`config.mk`:
```
export PLATFORM = sky130hd
export DESIGN_NAME = mdu_sched
export DESIGN_NICKNAME = d
export VERILOG_FILES = /design/src/rtl/mdu_pkg.sv /design/src/rtl/mdu_step.sv /design/src/rtl/mdu_sched.sv
export SDC_FILE = /design/constraint.sdc
export NUM_CORES = 1
export LEC_CHECK = 0
export ABC_AREA = 1
export BUFFER_PORTS_ARGS = -buffer_cell sky130_fd_sc_hd__buf_2
export CORE_ASPECT_RATIO = 1.75
export CORE_MARGIN = 5
export CORE_UTILIZATION = 40
export CTS_CLUSTER_SIZE = 30
export DETAILED_ROUTE_END_ITERATION = 10
export PLACE_DENSITY_LB_ADDON = 0.08
export SYNTH_ARGS = -nofsm -noshare
export SYNTH_HDL_FRONTEND = slang
export SYNTH_SLANG_ARGS = --single-unit
```
`constraint.sdc`:
```
create_clock -name clk -period 6.3 [get_ports clk]
set_input_delay 0.63 -clock clk [delete_from_list [all_inputs] [get_ports clk]]
set_output_delay 0.63 -clock clk [all_outputs]
set_load 0.03 [all_outputs]
```
`src/rtl/mdu_pkg.sv`:
```
// Shared encodings and sizing for the HI/LO multiply/divide unit.
package mdu_pkg;

  localparam logic [1:0] OP_MULT  = 2'b00;
  localparam logic [1:0] OP_MULTU = 2'b01;
  localparam logic [1:0] OP_DIV   = 2'b10;
  localparam logic [1:0] OP_DIVU  = 2'b11;

  localparam logic [1:0] ST_IDLE = 2'd0;
  localparam logic [1:0] ST_RUN  = 2'd1;
  localparam logic [1:0] ST_DONE = 2'd2;

  localparam int N_ITER = 32;
  localparam int CNT_W  = 5;
  localparam logic [CNT_W-1:0] CNT_LAST = CNT_W'(N_ITER - 1);

  function automatic logic [31:0] abs32(input logic [31:0] v);
    return v[31] ? (~v + 32'd1) : v;
  endfunction

endpackage

```
`src/rtl/mdu_step.sv`:
```
// One iteration of the shared datapath: shift-add multiply (LSB first) or
// restoring divide (MSB first) on the {acc_hi, acc_lo} pair.
module mdu_step
  import mdu_pkg::*;
(
  input  logic        is_div,
  input  logic [31:0] acc_hi,
  input  logic [31:0] acc_lo,
  input  logic [31:0] operand,
  output logic [31:0] nxt_hi,
  output logic [31:0] nxt_lo
);

  logic [32:0] sum;
  logic [32:0] shifted;
  logic [32:0] diff;

  always_comb begin
    sum     = {1'b0, acc_hi} + (acc_lo[0] ? {1'b0, operand} : 33'd0);
    shifted = {acc_hi, acc_lo[31]};
    diff    = shifted - {1'b0, operand};
    if (is_div) begin
      // diff[32] set means the trial subtraction borrowed: restore
      if (!diff[32]) begin
        nxt_hi = diff[31:0];
        nxt_lo = {acc_lo[30:0], 1'b1};
      end else begin
        nxt_hi = shifted[31:0];
        nxt_lo = {acc_lo[30:0], 1'b0};
      end
    end else begin
      nxt_hi = sum[32:1];
      nxt_lo = {sum[0], acc_lo[31:1]};
    end
  end

endmodule

```
`src/rtl/mdu_sched.sv`:
```
// Iterative multiply/divide scheduler owning HI/LO, the FSM and the
// pipeline stall request toward the hazard logic.
//
// state   | meaning
// --------+-----------------------------------------------------------
// IDLE    | accepts start (priority) or mthi/mtlo writes
// RUN     | one datapath iteration per cycle, 32 iterations
// DONE    | done pulse, sign fix-up, HI/LO written at closing edge
module mdu_sched
  import mdu_pkg::*;
(
  input  logic        clk,
  input  logic        reset,
  input  logic        start,
  input  logic [1:0]  op,
  input  logic [31:0] opa,
  input  logic [31:0] opb,
  input  logic        hilo_rd,
  input  logic        hilo_we,
  input  logic        hilo_sel,
  input  logic [31:0] hilo_wdata,
  output logic [31:0] hi,
  output logic [31:0] lo,
  output logic        busy,
  output logic        done,
  output logic        stall
);

  logic [1:0]       state;
  logic [CNT_W-1:0] cnt;
  logic [31:0]      acc_hi;
  logic [31:0]      acc_lo;
  logic [31:0]      operand_b;
  logic [1:0]       op_q;
  logic             sign_a;
  logic             sign_b;

  logic [31:0] step_hi;
  logic [31:0] step_lo;
  logic        is_signed;
  logic        start_signed;
  logic        neg_res;
  logic [63:0] prod_fix;
  logic [31:0] quo_fix;
  logic [31:0] rem_fix;
  logic [31:0] res_hi;
  logic [31:0] res_lo;

  mdu_step u_step (
    .is_div  (op_q[1]),
    .acc_hi  (acc_hi),
    .acc_lo  (acc_lo),
    .operand (operand_b),
    .nxt_hi  (step_hi),
    .nxt_lo  (step_lo)
  );

  assign busy  = (state != ST_IDLE);
  assign done  = (state == ST_DONE);
  assign stall = busy & (start | hilo_rd | hilo_we);

  assign start_signed = ~op[0];

  always_comb begin
    is_signed = ~op_q[0];
    neg_res   = is_signed & (sign_a ^ sign_b);
    prod_fix  = neg_res ? (~{acc_hi, acc_lo} + 64'd1) : {acc_hi, acc_lo};
    // a zero divisor leaves the all-ones quotient untouched by sign fix-up
    quo_fix   = (neg_res && (operand_b != 32'd0)) ? (~acc_lo + 32'd1) : acc_lo;
    rem_fix   = (is_signed && sign_a) ? (~acc_hi + 32'd1) : acc_hi;
    if (op_q[1]) begin
      res_hi = rem_fix;
      res_lo = quo_fix;
    end else begin
      res_hi = prod_fix[63:32];
      res_lo = prod_fix[31:0];
    end
  end

  always_ff @(posedge clk) begin
    if (reset) begin
      state     <= ST_IDLE;
      cnt       <= '0;
      acc_hi    <= '0;
      acc_lo    <= '0;
      operand_b <= '0;
      op_q      <= '0;
      sign_a    <= 1'b0;
      sign_b    <= 1'b0;
      hi        <= '0;
      lo        <= '0;
    end else begin
      case (state)
        ST_IDLE: begin
          if (start) begin
            op_q      <= op;
            sign_a    <= start_signed & opa[31];
            sign_b    <= start_signed & opb[31];
            acc_hi    <= '0;
            acc_lo    <= start_signed ? abs32(opa) : opa;
            operand_b <= start_signed ? abs32(opb) : opb;
            cnt       <= '0;
            state     <= ST_RUN;
          end else if (hilo_we) begin
            if (hilo_sel) hi <= hilo_wdata;
            else          lo <= hilo_wdata;
          end
        end
        ST_RUN: begin
          acc_hi <= step_hi;
          acc_lo <= step_lo;
          cnt    <= cnt + CNT_W'(1);
          if (cnt == CNT_LAST) state <= ST_DONE;
        end
        ST_DONE: begin
          hi    <= res_hi;
          lo    <= res_lo;
          state <= ST_IDLE;
        end
        default: state <= ST_IDLE;
      endcase
    end
  end

endmodule

```
==> metrics.md <==
| Metric | Value |
|---|---|
| Vias in the first global route | `21200` |
| Final min period | `3690 ps` |
| Largest cells by area after synthesis | `dfxtp_1, nand2_1, inv_1` |
| Avg Cell Area, Syn | `between 5 and 6 um2` |
| Ys Warns | `0` |
| Period utilisation layout | `0.585` |
| RSZ-0062 raised after global routing | `no` |
| Row count | `100` |
| Antenna Violating Nets Remaining | `0` |
| # nets final | `about 3400` |
| Comb power frac | `0.406` |
| Cell family with most CP delay | `simple AND/OR/NAND/NOR gates` |
| Yosys top cell area share | `0.200` |
| GRT overflow | `0` |
| Initial antenna violation count | `6` |
| Layout fillers | `4872` |
| Max-cap violations | `0` |
| Register area share after synthesis | `0.200` |
| Crit-path max cell delay | `slightly below 600 ps` |
| Largest net degree at the start of global routing | `about 110` |
| Slowest cell on crit path | `dfxtp_1` |
| WP buf/inv | `2` |
| DR WL/cell | `between 20 and 25 um` |
| Area Growth Syn to Fin | `10.8%` |
| Sink Count | `171` |
| Static leakage | `between 9 and 10 nW` |
| Async S/R FF share, synth | `0` |
| Commonest non-fill, non-tap cell in the layout | `nand2_1` |
| Detailed-route DRC error count | `0` |
| Max Freq | `between 0.2 and 0.3 GHz` |
| #FFs+latches synth | `~170` |
| HP Class | `in2reg` |
| # hold bufs at CTS | `0` |
| Switching power | `1.99 mW` |
| Simple-gate area share of the yosys netlist | `0.418` |
| WL final | `slightly above 90000 um` |
| Die Width | `approximately 170 um` |
| Maximum vdd drop | `around 0.00014 V` |
| Clk root buf | `clkbuf_16` |
| Slew HR | `0.219` |
| IO Port Bufs | `170` |
| Post-Syn Nets | `between 3000 and 4000` |
| Placer congestion estimate | `around 1.1` |
| CP cell instances | `inv_1 -> ha_1 -> fa_1 -> inv_1 -> nand2_1 -> nand2_1 -> nand3_1 -> nand2_2 -> nand2_2 -> nand2_2 -> nand2_4 -> nand2_4 -> nand2_4 -> nand2_4 -> o21ai_0 -> a21oi_1` |
| Final Worst Setup Slack | `between 2000 and 3000 ps` |
| Later-pin clock latency in the skew report | `490 ps` |
| Hold Vio Cnt, Final | `0` |
| Placed instance area | `~18000 um2` |
| Critical path type | `reg2reg` |
| Final setup violation count | `0` |
| Post-synth EDFFs | `0` |
| CORE AREA | `around 43000 um2` |
| Post-synthesis adder-cell area fraction | `0.0534` |
| Max clock buf depth | `2` |
| Most frequent cells in the layout | `nand2_1, inv_1, nor2_1` |
| Initial core utilization | `0.403` |
| Design area | `~19000 um2` |
| Clock slew at reported path FFs | `around 90 ps` |
| Worst Setup End Kind | `flip-flop` |
| Cell variety after synth | `a little over 50` |
| Synth Instances | `3111` |
| Num CTS Buffers | `17` |
| Worst Tran Pin Value | `roughly 1200 ps` |
| Complex-gate fraction of the synthesized area | `0.183` |
| DR vias | `21700` |
| DR iter-0 viols | `1874` |
| Ports | `around 170` |
| Die area | `roughly 47000 um2` |
| Critical Path Start Type | `flip-flop` |
| Internal | `roughly 2.2 mW` |
| DP Worst Slack | `approximately 2700 ps` |
| Clock Skews | `21.8 ps` |
| Drt pass-1 iters | `7` |
| Reg power frac | `0.316` |
| Layout cells sized above 1 | `0.0874` |
| Post_cts resized | `0` |
| Worst-path fanout max | `33` |
| Status | `completed` |
| First-pass GRT wire length | `approximately 130000 um` |
| Pwr Density | `about 220 nW/um2` |
| Die height | `284 um` |
| Worst endpoint data arrival time | `roughly 4100 ps` |
| Worst Path Required | `between 6000 and 7000 ps` |
| Vias per cell | `approximately 5.7` |
| Setup TNS | `0 ps` |
| Gr usage total | `0.366` |
| Post-synth top area cell | `dfxtp_1` |
| Htree depth | `4` |
| Hpwl dp | `just over 70000 um` |
| Largest family of logic cells by synthesized area | `simple AND/OR/NAND/NOR gates` |
| Most used cell along the critical path | `nand2_4` |
| Max Slew Vio Count | `0` |
| CTS tree | `yes` |
| Primary FF master, synth | `dfxtp_1` |
| Post-Synthesis Cell Area | `17200 um2` |
| Post-synthesis mux area share | `0` |
| Switching share of power | `0.479` |
| Post-CTS setup buffer count | `0` |
| Synth Area in XOR/XNOR | `0.0138` |
| Clock share of power | `0.278` |
final cells by class:
type / instances / area [um2] / area share
antenna: 4 / 10.0 / 0.000527
clock buffer: 17 / 425 / 0.0224
clock inverter: 15 / 184 / 0.00968
inverter: 477 / 1790 / 0.0942
multi-input combinational: 2348 / 11500 / 0.604
sequential: 171 / 3420 / 0.180
tap: 561 / 702 / 0.0369
timing repair buffer: 188 / 986 / 0.0519
power groups by stage:
stage	logic [mW]	registers, mW	clock network, mW
after floorplan	1.04	1.33	0
after global placement	1.64	1.33	0
after detailed placement	1.64	1.33	0
after CTS	1.65	1.31	1.16
after global routing	1.83	1.32	1.19
final	1.69	1.31	1.16
cells by family (layout without fill, tap and decap cells):
| group | count (synthesis) | in the layout |
|---|---|---|
| compound gates | 599 | 599 |
| xor+xnor | 27 | 27 |
| fa+ha+maj | 72 | 72 |
| buf+inv | 592 | 697 |
| flops | 171 | 171 |
| other cells | 0 | 4 |
| simple gates | 1650 | 1650 |
synth_stat cells, types with 2 or more instances:
| library cell | instances |
|---|---|
| nor3_4 | 2 |
| a221oi_1 | 2 |
| and3_1 | 5 |
| nor3_2 | 4 |
| xor2_1 | 19 |
| a211oi_1 | 5 |
| or2_2 | 5 |
| fa_1 | 2 |
| nand2_4 | 4 |
| and2_1 | 4 |
| o21a_1 | 2 |
| nand3_2 | 13 |
| buf_1 | 17 |
| nor3_1 | 39 |
| o21bai_1 | 7 |
| a31oi_1 | 18 |
| nor2_2 | 11 |
| inv_1 | 472 |
| a21o_1 | 4 |
| nor4_1 | 9 |
| o21ai_0 | 262 |
| nand2_1 | 765 |
| nor2_1 | 371 |
| nand4_1 | 58 |
| a21boi_0 | 5 |
| nand2_2 | 4 |
| o21ai_1 | 7 |
| buf_4 | 6 |
| ha_1 | 70 |
| inv_2 | 4 |
| o211ai_1 | 4 |
| buf_2 | 12 |
| nand3b_1 | 20 |
| xnor2_1 | 8 |
| clkbuf_1 | 78 |
| o41ai_1 | 2 |
| o31ai_1 | 2 |
| a21oi_1 | 275 |
| nand3_1 | 332 |
| dfxtp_1 | 171 |
routing by layer:
metal | vias to the layer above | track usage | wire [um]
met5 | - | 0 | 0
met4 | 0 | 0.348 | 10900
met3 | 424 | 0.0524 | 4850
met2 | 1045 | 0.695 | 47300
li1 | 10300 | - | -
met1 | 9916 | 0.319 | 27500
worst paths after layout:
check,startpoint,to,slack (ps),depth (start not counted)
worst max-delay path,acc_lo[31],acc_lo[0],2610,16
worst min-delay path,opb[0],operand_b[0],410,3
worst max register to register,acc_lo[31],acc_lo[0],2610,16
worst min register to register,cnt[3],cnt[3],470,2
registers in the layout, indices dropped and copies added, names as in the netlist:
signal and cells:
acc_hi 32, acc_lo 32, cnt 5, hi 32, lo 32, op_q 2, operand_b 32, sign_a 1
sign_b 1, state 2
per-stage QoR:
stage	hold slack, ps	utilization	std cells	power (mW)
after floorplan	445	-	3111	2.37
after global placement	453	0.432	3745	2.97
after detailed placement	460	0.432	3745	2.97
after CTS	402	0.447	3777	4.12
after global routing	427	0.447	3780	4.34
final	413	0.447	3781	4.16
worst reg2reg max path, stage by stage, from the launching register on:
cell and delay [ps]:
dfxtp_1 590, inv_1 190, ha_1 310, fa_1 440, inv_1 110, nand2_1 60
nand2_1 70, nand3_1 80, nand2_2 160, nand2_2 70, nand2_2 100, nand2_4 80
nand2_4 70, nand2_4 290, nand2_4 510, o21ai_0 170, a21oi_1 300
(Power assumes the default switching activity.)
